### config.mk
export PLATFORM = sky130hd
export DESIGN_NAME = cpu_host_ctrl
export DESIGN_NICKNAME = d
export VERILOG_FILES = /design/src/rtl/cpu_host_ctrl.sv
export SDC_FILE = /design/constraint.sdc
export NUM_CORES = 1
export LEC_CHECK = 0
export BUFFER_PORTS_ARGS = -buffer_cell sky130_fd_sc_hd__buf_2
export CAP_MARGIN = 20
export CORE_AREA = 8 8 200 202
export CTS_BUF_LIST = sky130_fd_sc_hd__clkbuf_4 sky130_fd_sc_hd__clkbuf_8
export CTS_CLUSTER_SIZE = 24
export DETAILED_ROUTE_END_ITERATION = 7
export DIE_AREA = 0 0 208 210
export PLACE_DENSITY = 0.74
export SYNTH_ARGS = -nofsm -noshare
export SYNTH_HDL_FRONTEND = slang
export SYNTH_SLANG_ARGS = --single-unit
### constraint.sdc
create_clock -name clk -period 3.1 [get_ports clk]
set_clock_uncertainty 0.2 [all_clocks]
set_input_delay 0.31 -clock clk [delete_from_list [all_inputs] [get_ports clk]]
set_output_delay 0.31 -clock clk [all_outputs]
set_load 0.1 [all_outputs]
### src/rtl/cpu_host_ctrl.sv
// Host-side command sequencer for the pipelined RISC-V core: loads imem/dmem words,
// runs the core for a cycle budget and reads back dmem words over a valid/ready channel.
module cpu_host_ctrl #(
  parameter int unsigned CNT_W  = 32,
  parameter int unsigned ADDR_W = 64
) (
  input  logic              clk,
  input  logic              arst_n,
  input  logic              cmd_valid,
  output logic              cmd_ready,
  input  logic [1:0]        cmd_op,
  input  logic [ADDR_W-1:0] cmd_addr,
  input  logic [63:0]       cmd_wdata,
  output logic              rsp_valid,
  input  logic              rsp_ready,
  output logic [63:0]       rsp_data,
  output logic              run_done,
  output logic [CNT_W-1:0]  cycle_count,
  output logic              busy,
  input  logic              halt,
  input  logic              abort,
  output logic              cpu_enable,
  output logic [ADDR_W-1:0] addr_ext,
  output logic              wen_ext,
  output logic              ren_ext,
  output logic [31:0]       wdata_ext,
  output logic [ADDR_W-1:0] addr_ext_2,
  output logic              wen_ext_2,
  output logic              ren_ext_2,
  output logic [63:0]       wdata_ext_2,
  input  logic [63:0]       rdata_ext_2
);

  typedef enum logic [2:0] {
    StIdle, StWrI, StWrD, StRdReq, StRdWait, StRsp, StRun, StDone
  } state_e;

  state_e              state_q, state_d;
  logic                cmd_ready_q, cmd_ready_d;
  logic                busy_q, busy_d;
  logic                rsp_valid_q, rsp_valid_d;
  logic [63:0]         rsp_data_q, rsp_data_d;
  logic                run_done_q, run_done_d;
  logic [CNT_W-1:0]    cnt_q, cnt_d;
  logic [CNT_W-1:0]    rem_q, rem_d;
  logic                cpu_en_q, cpu_en_d;
  logic [ADDR_W-1:0]   addr_i_q, addr_i_d;
  logic                wen_i_q, wen_i_d;
  logic [31:0]         wdata_i_q, wdata_i_d;
  logic [ADDR_W-1:0]   addr_d_q, addr_d_d;
  logic                wen_d_q, wen_d_d;
  logic                ren_d_q, ren_d_d;
  logic [63:0]         wdata_d_q, wdata_d_d;
  logic                accept;

  assign accept = cmd_valid & cmd_ready_q;

  // All outputs are registered: each _d below is the value seen in the next state.
  always_comb begin
    state_d     = state_q;
    rsp_valid_d = rsp_valid_q;
    rsp_data_d  = rsp_data_q;
    run_done_d  = 1'b0;
    cnt_d       = cnt_q;
    rem_d       = rem_q;
    cpu_en_d    = 1'b0;
    addr_i_d    = addr_i_q;
    wen_i_d     = 1'b0;
    wdata_i_d   = wdata_i_q;
    addr_d_d    = addr_d_q;
    wen_d_d     = 1'b0;
    ren_d_d     = 1'b0;
    wdata_d_d   = wdata_d_q;
    unique case (state_q)
      StIdle: begin
        if (accept) begin
          unique case (cmd_op)
            2'd0: begin
              state_d   = StWrI;
              wen_i_d   = 1'b1;
              addr_i_d  = cmd_addr;
              wdata_i_d = cmd_wdata[31:0];
            end
            2'd1: begin
              state_d   = StWrD;
              wen_d_d   = 1'b1;
              addr_d_d  = cmd_addr;
              wdata_d_d = cmd_wdata;
            end
            2'd2: begin
              cnt_d = '0;
              rem_d = cmd_wdata[CNT_W-1:0];
              if (cmd_wdata[CNT_W-1:0] != '0) begin
                state_d  = StRun;
                cpu_en_d = 1'b1;
              end else begin
                state_d    = StDone;
                run_done_d = 1'b1;
              end
            end
            default: begin
              state_d  = StRdReq;
              ren_d_d  = 1'b1;
              addr_d_d = cmd_addr;
            end
          endcase
        end
      end
      StWrI, StWrD: state_d = StIdle;
      StRdReq:      state_d = StRdWait;
      StRdWait: begin
        // SRAM has one cycle of read latency, so data is valid during this state.
        rsp_data_d  = rdata_ext_2;
        rsp_valid_d = 1'b1;
        state_d     = StRsp;
      end
      StRsp: begin
        if (rsp_ready) begin
          rsp_valid_d = 1'b0;
          state_d     = StIdle;
        end
      end
      StRun: begin
        if (cnt_q != '1) cnt_d = cnt_q + CNT_W'(1);
        rem_d = rem_q - CNT_W'(1);
        if (rem_q == CNT_W'(1) || halt || abort) begin
          state_d    = StDone;
          run_done_d = 1'b1;
        end else begin
          cpu_en_d = 1'b1;
        end
      end
      StDone:  state_d = StIdle;
      default: state_d = StIdle;
    endcase
    cmd_ready_d = (state_d == StIdle);
    busy_d      = (state_d != StIdle);
  end

  always_ff @(posedge clk or negedge arst_n) begin
    if (!arst_n) begin
      state_q     <= StIdle;
      cmd_ready_q <= 1'b1;
      busy_q      <= 1'b0;
      rsp_valid_q <= 1'b0;
      rsp_data_q  <= '0;
      run_done_q  <= 1'b0;
      cnt_q       <= '0;
      rem_q       <= '0;
      cpu_en_q    <= 1'b0;
      addr_i_q    <= '0;
      wen_i_q     <= 1'b0;
      wdata_i_q   <= '0;
      addr_d_q    <= '0;
      wen_d_q     <= 1'b0;
      ren_d_q     <= 1'b0;
      wdata_d_q   <= '0;
    end else begin
      state_q     <= state_d;
      cmd_ready_q <= cmd_ready_d;
      busy_q      <= busy_d;
      rsp_valid_q <= rsp_valid_d;
      rsp_data_q  <= rsp_data_d;
      run_done_q  <= run_done_d;
      cnt_q       <= cnt_d;
      rem_q       <= rem_d;
      cpu_en_q    <= cpu_en_d;
      addr_i_q    <= addr_i_d;
      wen_i_q     <= wen_i_d;
      wdata_i_q   <= wdata_i_d;
      addr_d_q    <= addr_d_d;
      wen_d_q     <= wen_d_d;
      ren_d_q     <= ren_d_d;
      wdata_d_q   <= wdata_d_d;
    end
  end

  assign cmd_ready   = cmd_ready_q;
  assign busy        = busy_q;
  assign rsp_valid   = rsp_valid_q;
  assign rsp_data    = rsp_data_q;
  assign run_done    = run_done_q;
  assign cycle_count = cnt_q;
  assign cpu_enable  = cpu_en_q;
  assign addr_ext    = addr_i_q;
  assign wen_ext     = wen_i_q;
  assign ren_ext     = 1'b0;
  assign wdata_ext   = wdata_i_q;
  assign addr_ext_2  = addr_d_q;
  assign wen_ext_2   = wen_d_q;
  assign ren_ext_2   = ren_d_q;
  assign wdata_ext_2 = wdata_d_q;

endmodule

# After elaboration in Yosys (flattened, before gate mapping)
# Cells that the tools add are included.
dict set report classes {
  n_eq_ne 15
  n_bitwise 2
  n_reduce_logical 18
  n_addsub 2
  muxes 34
}
# operator n
set ops {}
lappend ops {{$mux W32} 5}
lappend ops {{$pmux W32 S2} 2}
lappend ops {{$add A32 B1 Y32 const B} 1}
lappend ops {{$eq A32 B1 Y1 const B} 1}
lappend ops {{$ne A32 B32 Y1 const B} 1}
lappend ops {{$reduce_bool A32 Y1} 1}
lappend ops {{$sub A32 B1 Y32 const B} 1}
lappend ops {{$mux W1} 19}
lappend ops {{$pmux W3 S6} 1}
lappend ops {{$eq A3 B3 Y1 const B} 4}
lappend ops {{$reduce_and A3 Y1} 4}
lappend ops {{$mux W3} 3}
lappend ops {{$pmux W3 S3} 1}
lappend ops {{$eq A3 B2 Y1 const B} 2}
lappend ops {{$logic_not A3 Y1} 2}
lappend ops {{$ne A2 B2 Y1 const B} 3}
lappend ops {{$pmux W1 S2} 3}
lappend ops {{$reduce_or A3 Y1} 2}
lappend ops {{$reduce_and A4 Y1} 1}
lappend ops {{$reduce_bool A2 Y1} 2}
lappend ops {{$eq A3 B1 Y1 const B} 1}
lappend ops {{$reduce_bool A3 Y1} 1}
lappend ops {{$eq A2 B1 Y1 const B} 1}
lappend ops {{$eq A2 B2 Y1 const B} 1}
lappend ops {{7 further kinds} 8}
dict set report totals {
  ff_bits 363
  elab_cells 87
  input_bits 200
}

# Longest topological paths before layout
dict set report depth {
  word_depth 6
  depth_mapped 8
  depth_no_buf 6
}

# Worst setup path after synthesis
# No wires, ideal clock.
dict set report synth_path {
  path_kind {flip-flop to flip-flop}
  from {reg cnt_q[0], in the netlist cycle_count[0]}
  to {reg cnt_q[3], in the netlist cycle_count[3]}
  slack_ps 366
  arrival_ps 2361
  path_stages_with_launch 9
  required_time_ps 2728
  n_path_buf 2
  setup_time_ps 172
  cell_sequence {dfrtp_1 > ha_1 > nand3_1 > nor3_2 > and4_4 > buf_6 > buf_2 > nor3_1 > mux2i_1}
}
dict set report synth_via {
  elab_chain_len 3
  word_cells_on_any_way 6
}
# element line_no
set synth_lines {}
lappend synth_lines {{from (decl)} 44} ;# logic [CNT_W-1:0] cnt_q, cnt_d;
lappend synth_lines {{from (signal assigned)} 165} ;# cnt_q <= cnt_d;
lappend synth_lines {{$add A32 B1 Y32 / $ne A32 B32 Y1 (equally long branches)} 124} ;# if (cnt_q != '1) cnt_d = cnt_q + CNT_W'(1);
lappend synth_lines {{$mux W32 / $ne A2 B2 Y1 (equally long branches)} -}
lappend synth_lines {{$pmux W32 S2 / $reduce_and A4 Y1 (equally long branches)} -}
# Several ways; a longest one is shown, not always the timed one. The select of a mux whose other input is x is not followed.
# A chain may end at the register's enable or synchronous reset.

# Worst setup path in the final report
dict set report layout_path {
  from {reg state_q[0]}
  to {reg cnt_q[26], in the netlist cycle_count[26]}
}
dict set report layout_via {
  elab_chain_len 3
  word_cells_on_any_way 8
}
# element line_no
set layout_lines {}
lappend layout_lines {{from (decl)} 38} ;# state_e state_q, state_d;
lappend layout_lines {{from (signal assigned)} 142} ;# state_q <= StIdle;
lappend layout_lines {{from (signal assigned)} 159} ;# state_q <= state_d;
lappend layout_lines {{$eq A3 B3 Y1 / $logic_not A3 Y1 (equally long branches)} 74} ;# unique case (state_q)
lappend layout_lines {{$ne A2 B2 Y1 (no source line), or another cell as far along} -}
lappend layout_lines {{$reduce_and A4 Y1 (no source line)} -}
# Several ways; a longest one is shown, not always the timed one.

==> results.json <==
{
  "status": "finished clean",
  "final_cell_area_sq_um": 21500,
  "grt_pass1_wl_mm": 82.7,
  "final-setup-viol-count": 0,
  "placed_area_sq_um": 18100,
  "ys_ff_latch": 363,
  "die-area_sq_um": 43700,
  "synth.distinct_cells": 61,
  "hold_violations": 0,
  "setup_tns_ns": 0,
  "dp_hpwl_mm": 35.8,
  "fillers": 2827,
  "synth_edf_count": 0,
  "utilization_pct": 58.3,
  "via_per_inst": 5.22,
  "ys_seq_area_share_pct": 61.2,
  "multi_input_area_sq_um": 5480,
  "fp.dieH_microns": 210,
  "cts.sinks": 363,
  "cp_cell_sequence": "and3b_1 -> a21o_1 -> nand3_1 -> or4_1 -> a21oi_1",
  "postRouteAntennaNets": 0,
  "clk_path_buf_depth": 3,
  "tritoncts": "done",
  "r2r_slack_ns": 0.50,
  "path_class": "register to register",
  "grtUsageTotal_pct": 23.7,
  "final_cells": 2553,
  "root_buffer": "clkbuf_8",
  "num_vias": 13326,
  "rows": 71,
  "drive_gt1_share_pct": 42.1,
  "syn_nets": 1483,
  "crit_path_start_kind": "register",
  "drt_iter0_drc": 810,
  "hold_path.class": "input pin to async pin",
  "mostFrequentLayoutCell": "buf_2",
  "min_period_ns": 2.60,
  "ctsResizeCount": 0,
  "syn_area_sq_um": 14900,
  "arrival_ns": 2.95,
  "die_w_microns": 208,
  "syn_inst": 1280,
  "endpoint_kind": "register",
  "finalNetCount": 2232,
  "drt-pass1-iter-count": 6,
  "r2r_start": "state_q[0]",
  "worst_pin_slew_ns": 0.865,
  "detail_route.wl_per_cell_microns": 21.0,
  "syn_to_final_growth_pct": 45.0,
  "cpMaxStageDelayCell": "or4_1",
  "routed_wl_mm": 53.7,
  "clk_pin_slew_worst_paths_ns": 0.06,
  "slew_headroom_pct": 42.2,
  "grt_pass1_vias": 14300,
  "grt-ovfl-total": 0,
  "grt_max_degree": 98,
  "post-route-drc-count": 0,
  "critPathRequiredTime_ns": 3.45,
  "yosysWarnings": 0,
  "r2r_cells": 5,
  "rsz0062_at_grt": "no",
  "worstReg2RegEnd": "cycle_count[26]",
  "core_area_sq_um": 37000,
  "place.gp.congestion": 0.918,
  "timing.final.max_slew_violations": 0,
  "start_util_pct": 40.2,
  "register_area_sq_um": 9080,
  "numCtsBuffers": 60,
  "dp_cells": 2242,
  "final_cell_mix": "526 x buf_2, 362 x dfrtp_1, 336 x nand2_1",
  "portBuffers": 527,
  "synthArstFlopShare_pct": 100,
  "cp_top_family": "simple AND/OR/NAND/NOR gates",
  "maxCapViolCount": 0,
  "synth.avg_cell_area_sq_um": 11.6,
  "clock_latency_ns": 0.63,
  "synth_ff_type": "dfrtp_1",
  "antenna_found_initial": 1,
  "htree_levels": 2,
  "critPathMaxStageDelay_ns": 0.58,
  "cp_max_fo": 14,
  "boundaryPins": 529,
  "post-cts-setup-buffer-count": 0,
  "fin_crit_sh_pct": 84.0,
  "max_freq_mhz": 384,
  "crit_buf_inv": 0
}
-- cell type report --
| cell class | instances | area share (%) |
|---|---|---|
| clock inverters | 21 | 1.26 |
| clock buffers | 89 | 5.39 |
| diodes | 2 | 0.0232 |
| flip-flops and latches | 363 | 42.2 |
| multi-input cells | 847 | 25.4 |
| inverters | 6 | 0.110 |
| repair buffers | 751 | 22.9 |
| well taps | 474 | 2.75 |
-- per-stage QoR --
stage | hold slack (ns) | setup slack [ns]
2_1_floorplan | -0.186 | 0.366
3_3_place_gp | 0.169 | 0.611
3_5_place_dp | 0.180 | 0.530
4_1_cts | 0.0632 | 0.510
5_1_grt | 0.108 | 0.314
6_report | 0.0915 | 0.496
-- sequential cells by signal, summed over array words and instances (netlist names), 3 cells and up --
register and flops:
addr_ext_2 64, cycle_count 32, wdata_ext 32, rsp_data 64, state_q 3, rem_q 32
wdata_ext_2 64, addr_ext 64
-- cells by family (layout without fill, tap and decap cells) --
| logic type | Yosys count | after routing | share of synthesized area (%) |
|---|---|---|---|
| compound gates | 106 | 106 | 4.84 |
| fa+ha+maj | 3 | 3 | 0.253 |
| xor+xnor | 4 | 4 | 0.236 |
| buf+inv | 70 | 867 | 2.15 |
| flops | 363 | 363 | 61.2 |
| mux | 198 | 198 | 15.0 |
| simple gates | 535 | 535 | 16.4 |
| other cells | 1 | 3 | 0.0252 |
-- routing by layer --
metal	track usage, %	routed length (microns)	vias to the layer above
met4	9.59	1780	0
li1	-	-	5969
met1	26.8	20000	6524
met5	0	0	-
met2	41.1	26800	716
met3	8.09	5080	117
-- synthesized netlist by cell type (all sizes together) (4+ instances only) --
cell    instances  area [sq um]
a211oi          8          60.1
a311oi          6          52.6
o311ai          6          52.6
dfrtp         362          9060
nand3          24           120
nor4           20           144
inv             6          22.5
a21oi          26           130
buf            35           188
o21ai          23           115
and3           11          68.8
nand2         338          1270
nor3           29           165
or3            17           106
o31ai           7          52.6
mux2i           6          60.1
mux2          192          2160
o211ai          6          45.0
a221o           6          60.1
nand2b          4          25.0
or4            11          82.6
clkbuf         29           109
nor2           39           149
o22ai           4          25.0
nand4          17           106
and4            7          66.3
-- how the worst max path moves through the flow --
| stage | start | end | slack [ns] | cells after the start |
|---|---|---|---|---|
| floorplan | cycle_count[0] | cycle_count[3] | 0.37 | 8 |
| global placement | state_q[0] | cycle_count[26] | 0.61 | 5 |
| detailed placement | state_q[0] | cycle_count[26] | 0.53 | 5 |
| CTS | state_q[0] | cycle_count[26] | 0.51 | 5 |
| global route | state_q[0] | cycle_count[28] | 0.31 | 5 |
| finish | state_q[0] | cycle_count[26] | 0.50 | 5 |
-- what timing repair did --
item	in CTS	in global routing
endpoints found under the hold margin	498	0
setup endpoints to repair	0	0
hold buffers	199	0
Power is not shown: default switching activity piles up to over one toggle a cycle in this logic, so the estimate is an artifact.
